==> src/rtl/bcd_scan_counter.sv <==
// rtl/bcd_scan_counter.sv - four-digit BCD event counter with multiplexed digit scanner
//
// Counts prescaled enable ticks in BCD (0000..9999, wrapping) and scans the
// four digits onto a single decoder input with matching active-low anode select.
//
// Ports:
//   clk        system clock, all state updates on the rising edge
//   reset      synchronous active-high reset, highest priority
//   en         count enable; gates the prescaler only
//   clear      synchronous clear of count and prescaler (scanner unaffected)
//   count_bcd  registered count, [3:0]=units .. [15:12]=thousands
//   digit_out  BCD nibble of the currently scanned digit
//   digit_sel  registered active-low one-hot anode select
//   rollover   registered one-cycle pulse on the 9999->0000 wrap

module bcd_scan_counter #(
    parameter int PRESCALE = 4,
    parameter int SCAN_DIV = 2
) (
    input  logic        clk,
    input  logic        reset,
    input  logic        en,
    input  logic        clear,
    output logic [15:0] count_bcd,
    output logic [3:0]  digit_out,
    output logic [3:0]  digit_sel,
    output logic        rollover
);

    // A width of at least one bit keeps the divide-by-1 cases well formed.
    localparam int PW = (PRESCALE > 1) ? $clog2(PRESCALE) : 1;
    localparam int SW = (SCAN_DIV > 1) ? $clog2(SCAN_DIV) : 1;
    localparam logic [PW-1:0] PRE_LAST  = PW'(PRESCALE - 1);
    localparam logic [SW-1:0] SCAN_LAST = SW'(SCAN_DIV - 1);

    logic [15:0]   count_q, count_d;
    logic [PW-1:0] pre_q, pre_d;
    logic          roll_q, roll_d;
    logic [SW-1:0] scan_q, scan_d;
    logic [1:0]    idx_q, idx_d;
    logic [3:0]    sel_q, sel_d;
    logic          tick;

    // Ripple-carry BCD increment: a 9 becomes 0 and passes the carry upward.
    function automatic logic [15:0] bcd_inc(input logic [15:0] v);
        logic [15:0] r;
        logic        carry;
        r     = v;
        carry = 1'b1;
        for (int i = 0; i < 4; i++) begin
            if (carry) begin
                if (v[i*4 +: 4] == 4'd9) begin
                    r[i*4 +: 4] = 4'd0;
                end else begin
                    r[i*4 +: 4] = v[i*4 +: 4] + 4'd1;
                    carry       = 1'b0;
                end
            end
        end
        return r;
    endfunction

    assign tick = en && (pre_q == PRE_LAST);

    always_comb begin
        count_d = count_q;
        pre_d   = pre_q;
        roll_d  = 1'b0;
        if (clear) begin
            // Clear outranks a coincident tick, so no rollover pulse either.
            count_d = 16'h0000;
            pre_d   = '0;
        end else if (tick) begin
            count_d = bcd_inc(count_q);
            pre_d   = '0;
            roll_d  = (count_q == 16'h9999);
        end else if (en) begin
            pre_d = pre_q + 1'b1;
        end
    end

    // Scanner is free-running; only reset touches it.
    always_comb begin
        scan_d = scan_q + 1'b1;
        idx_d  = idx_q;
        if (scan_q == SCAN_LAST) begin
            scan_d = '0;
            idx_d  = idx_q + 2'd1;
        end
        case (idx_d)
            2'd0:    sel_d = 4'b1110;
            2'd1:    sel_d = 4'b1101;
            2'd2:    sel_d = 4'b1011;
            default: sel_d = 4'b0111;
        endcase
    end

    always_ff @(posedge clk) begin
        if (reset) begin
            count_q <= 16'h0000;
            pre_q   <= '0;
            roll_q  <= 1'b0;
            scan_q  <= '0;
            idx_q   <= 2'd0;
            sel_q   <= 4'b1110;
        end else begin
            count_q <= count_d;
            pre_q   <= pre_d;
            roll_q  <= roll_d;
            scan_q  <= scan_d;
            idx_q   <= idx_d;
            sel_q   <= sel_d;
        end
    end

    // Selected from registered index and count so it always matches digit_sel.
    always_comb begin
        case (idx_q)
            2'd0:    digit_out = count_q[3:0];
            2'd1:    digit_out = count_q[7:4];
            2'd2:    digit_out = count_q[11:8];
            default: digit_out = count_q[15:12];
        endcase
    end

    assign count_bcd = count_q;
    assign digit_sel = sel_q;
    assign rollover  = roll_q;

endmodule

==> config.mk <==
export PLATFORM = sky130hd
export DESIGN_NAME = bcd_scan_counter
export DESIGN_NICKNAME = d
export VERILOG_FILES = /design/src/rtl/bcd_scan_counter.sv
export SDC_FILE = /design/constraint.sdc
export NUM_CORES = 1
export LEC_CHECK = 0
export ABC_AREA = 1
export CAP_MARGIN = 20
export CORE_UTILIZATION = 53
export CTS_CLUSTER_SIZE = 14
export DETAILED_ROUTE_END_ITERATION = 10
export HOLD_SLACK_MARGIN = 0.08
export PLACE_DENSITY = 0.83
export SLEW_MARGIN = 20
export SYNTH_ARGS = -nofsm -noshare
export SYNTH_HDL_FRONTEND = slang
export SYNTH_SLANG_ARGS = --single-unit
==> constraint.sdc <==
create_clock -name clk -period 1.9 [get_ports clk]
set_input_delay 0.38 -clock clk [delete_from_list [all_inputs] [get_ports clk]]
set_output_delay 0.38 -clock clk [all_outputs]
set_load 0.05 [all_outputs]
# ---- Yosys cells after proc, flatten, opt, wreduce, memory -nomap -nowiden
# Cells that the tools add are included.
dict set report word_totals {
  ff_bits 26
  inputBits 4
  out_inout_bits 25
  word_cells 55
}
dict set report op_classes {
  n_addsub 7
  eq_ne 10
  muxes 18
  n_bitwise 1
  n_reduce_logical 10
}
# op n
set ops {}
lappend ops {{4-bit one-hot mux with 3 select lines} 2}
lappend ops {{4-bit by 1-bit adder with 4-bit output, second input constant} 4}
lappend ops {{16-bit == test, second input constant} 1}
lappend ops {{4-bit == test, second input constant} 4}
lappend ops {{4-bit two-way mux} 4}
lappend ops {{1-bit two-way mux} 11}
lappend ops {{2-bit == test, second input constant} 3}
lappend ops {{2-bit AND reduction} 3}
lappend ops {{3-bit OR reduction} 2}
lappend ops {{2-bit by 1-bit adder with 2-bit output, second input constant} 2}
lappend ops {{2-bit by 1-bit == test with 1-bit output, second input constant} 2}
lappend ops {{2-bit logical NOT} 2}
lappend ops {{2-bit OR reduction} 2}
lappend ops {{2-bit two-way mux} 1}
lappend ops {{1-bit adder, second input constant} 1}
lappend ops {{1-bit logical AND} 1}
lappend ops {{1-bit inverter} 1}

# ---- Longest topological paths before layout
dict set report depth {
  depth_word 11
  ltp_mapped 9
}

# ---- Least setup slack after synthesis
# Ideal clock, no wire load.
dict set report synth_timing {
  path_type {flip-flop to output port}
  start {register count_q[8] (netlist: count_bcd[8])}
  end {output port digit_out[0]}
  t_arrival_ps 1752
  required_ps 1520
  setup_slack_ps -232
  path_stages_with_launch 3
  n_path_buf 0
  path_cell_list {dfxtp_1 a21oi_1 a32oi_1}
}
dict set report synth_between {
  elab_chain_cells 1
}
# element line_no
set synth_rtl {}
lappend synth_rtl {{start, declared} 36} ;# logic [15:0] count_q, count_d;
lappend synth_rtl {{start signal, assigned} 107} ;# count_q <= count_d;
lappend synth_rtl {{4-bit one-hot mux with 3 select lines} 118} ;# case (idx_q)
lappend synth_rtl {{end, declared} 25} ;# output logic [3:0] digit_out,
# No other way between the ends.

# ---- Worst setup path in the final report
dict set report layout_timing {
  start {register idx_q[1]}
  end {output port digit_out[1]}
}
dict set report layout_between {
  elab_chain_cells 2
  word_cells_on_any_way 4
  cone_classes {eq/ne (2); mux (1); reduce/logical (1)}
}
# element line_no
set layout_rtl {}
lappend layout_rtl {{start, declared} 40} ;# logic [1:0] idx_q, idx_d;
lappend layout_rtl {{start signal, assigned} 111} ;# idx_q <= idx_d;
lappend layout_rtl {{2-bit == test (tied with other cells)} 118}
lappend layout_rtl {{4-bit one-hot mux with 3 select lines (*)} 118}
# Every way passes the cells marked *; elsewhere a longest branch is shown, timed or not.

==> run metrics <==
power density normalized to cell area 551 mW/mm^2; clock tree skew after final layout 0.00273 ns; arrival time of the worst setup path between 1.5 and 2 ns; placed insts roughly 240; ys async rst share 0; global-route wire length before repair 5490 um; initial antenna violation count 0; Final Slew Violations 0; xor and xnor fraction of the mapped netlist area 0.0195; post-route minimum period between 1.5 and 2 ns; worst setup path class flop to output port; unrepaired setup endpoints after global routing yes; first drt pass iteration count 4; clock buffer depth 2; required time worst endpoint 1.52 ns; num ports 29; commonest non-fill, non-tap cell in the layout nand2_1; Die Y approximately 52 um; Worst path most repeated cell buf_12; dominant combinational cell family by area after synthesis simple AND/OR/NAND/NOR gates; placer's final routability congestion estimate ~0.83; clock sinks 26; Port Buffer Count 28; critical path's largest stage delay about 0.40 ns; number of synthesized flops with an enable pin 0; worst reg2reg path startpoint pre_q[0]; Post-Syn Area between 0.001 and 0.0015 mm^2; total of endpoints with negative setup slack in the final report 0; synthesis-to-layout area growth 36.6%; Fill cells ~150; portion of total power attributed to the clock network 0.286; Final Total Pwr roughly 0.0010 W; number of hold violations in the final report 0; overall fraction of global-route tracks in use 0.269; H-Tree Level Count 1; logic depth of the worst register-to-register path 8; switch share 0.269; final standard cell count with taps included and fillers excluded between 200 and 250; sequential cell fraction of total power 0.566; Worst Min Path Start scan_q; CTS Buf Count 3; adder-cell share of the synthesized area 0.0465; row count 17; share of the synthesized area in compound gates (AO/OA/AOI/OAI) 0.102; pre-CTS setup slack between 0.09 and 0.1 ns; total detailed-routing wirelength ~3300 um; Avg Inst Size Synth 7.47 um^2; slowest CP cell dfxtp_4; Starting Density 0.586; sequential fraction of the synthesis area 0.387; yosys synthesis warning count 0; cells traversed along the worst timing path buf_12, ha_4, a21oi_2, a32oi_2, buf_12; total congestion overflow 0; minimum setup slack among reg-to-reg paths around 0.52 ns; run status finished clean; fraction of the mapped netlist area in simple logic gates 0.370; Floorplan Core Area 0.00230 mm^2; post-synthesis mux area share 0.00744; Wirelength per Cell roughly 14 um; net load switching power 0.000273 W; via count of the routed design roughly 1300; primary flip-flop cell chosen by synthesis mapping dfxtp_1; NumNets Final 222; overall die width 52.4 um; combinational group share of total power 0.148; number of maximum-capacitance constraint violations 0; Ant. Diodes 0; most frequent cells in the layout nand2_1, nor2_1, dfxtp_1; root cell of the clock tree clkbuf_4; CP max FO 8; CP top delay family flip-flops; Slew @ Worst Pin 0.500 ns; Iter 0 DRT Violations 38; post-synthesis cell count 180; Die Footprint roughly 0.0027 mm^2; via count of the first global-routing pass between 1000 and 1500; Core Util, Final 0.800; ratio of cells with drive above 1 in the final layout 0.321; largest net degree at the start of global routing 20; fmax approximately 0.53 GHz; path category of the worst min-delay check flop to flop; relative max-transition margin 0.665; Hold Path Cell Cnt 1; clock tree from TritonCTS done; P_leak slightly above 0.7 nW; setup ws final 0.00172 ns; Net Count, Synth around 190; placed wire-length estimate roughly 2300 um; worst-case hold path end point scan_q; Worst VDD drop between 0.0005 and 0.0006 V; Setup crit start kind flop; clock latency reported for the late side of the worst-skew pair around 0.33 ns; count of buffering cells on the critical path with inverters included 2; Reg-to-Reg End count_bcd[10]; number of distinct library cells after synthesis 28; Avg Vias per Cell 5.62; number of synthesized register bits 26; final worst path period share 0.999; Worst-path clk slew about 0.14 ns; internal power 0.000740 W; antenna viol nets, final 0; capturing element type of the critical path output port; DRC violation count after routing 0
-- state kept, by name, summed over array words and instances, names as in the netlist --
name       count
pre_q          2
scan_q         1
count_bcd     16
rollover       1
digit_sel      4
idx_q          2
-- stage by stage --
step / cell area (um^2) / setup TNS (ns) / hold slack (ns)
floorplan: 1350 / -0.590 / 0.434
global placement: 1680 / 0 / 0.447
detailed placement: 1680 / 0 / 0.492
CTS: 1830 / 0 / 0.524
global route: 1840 / -0.108 / 0.539
finish: 1840 / 0 / 0.521
-- cell families after synthesis --
kind of cell | Yosys count
AO/OA/AOI/OAI | 22
XOR/XNOR | 3
adder cells (fa/ha/maj) | 5
buffers and inverters | 23
flip-flops | 26
multiplexers | 1
AND/OR/NAND/NOR | 100
-- power by group through the flow --
stage / sequential [W] / clock (W) / combinational [W]
4_1_cts: 0.000572 / 0.000289 / 0.000147
5_1_grt: 0.000575 / 0.000308 / 0.000161
6_report: 0.000573 / 0.000289 / 0.000150
3_5_place_dp: 0.000580 / 0 / 0.000126
2_1_floorplan: 0.000605 / 0 / 0.0000525
3_3_place_gp: 0.000579 / 0 / 0.000121
-- worst register-to-register path: cells and delay by family (launching register included) --
kind,cells,cell delay (ns)
buf+inv,1,0.04
fa+ha+maj,1,0.20
simple gates,6,0.68
flops,1,0.38
-- cell type report --
| type | count | area, um^2 | area share |
|---|---|---|---|
| Clock buffer | 4 | 36.3 | 0.0198 |
| Inverter | 21 | 83.8 | 0.0456 |
| Multi-Input combinational cell | 131 | 832 | 0.453 |
| Sequential cell | 26 | 528 | 0.287 |
| Tap cell | 28 | 35.0 | 0.0191 |
| Timing Repair Buffer | 30 | 322 | 0.175 |
-- worst max path at each step --
stage | startpoint | endpoint | cells past startpoint
2_1_floorplan | count_bcd[9] | digit_out[1] | 2
3_3_place_gp | en | count_bcd[12] | 8
3_5_place_dp | en | count_bcd[14] | 8
4_1_cts | idx_q[0] | digit_out[1] | 5
5_1_grt | idx_q[1] | digit_out[3] | 5
6_report | idx_q[1] | digit_out[1] | 5
-- repair_timing --
action / 4_1_cts / 5_1_grt
gates resized for setup: 22 / 3
setup buffers: 1 / 0
pin swaps: 4 / 2
hold buffers: 0 / 0
setup endpoints to repair: 5 / 4
-- cells in the mapped netlist (3+ instances only) --
| master | n | area (um^2) |
|---|---|---|
| nor3_1 | 3 | 15.0 |
| a21oi_1 | 8 | 40.0 |
| nor2_2 | 5 | 31.3 |
| nor2_1 | 25 | 93.8 |
| inv_2 | 6 | 22.5 |
| nand3_1 | 10 | 50.1 |
| o21ai_0 | 4 | 20.0 |
| dfxtp_1 | 26 | 521 |
| nand4_1 | 3 | 18.8 |
| inv_1 | 15 | 56.3 |
| nand2_2 | 3 | 18.8 |
| nand2_1 | 41 | 154 |
| a32oi_1 | 4 | 35.0 |
| ha_1 | 5 | 62.6 |
| nor2_4 | 4 | 45.0 |
-- metal layers --
layer | GRT usage | routed length (um)
met1 | 0.289 | 1360
met5 | 0 | 0
met3 | 0.0464 | 154
met4 | 0.132 | 97
met2 | 0.498 | 1710
Power figures use the tool's default switching activity.
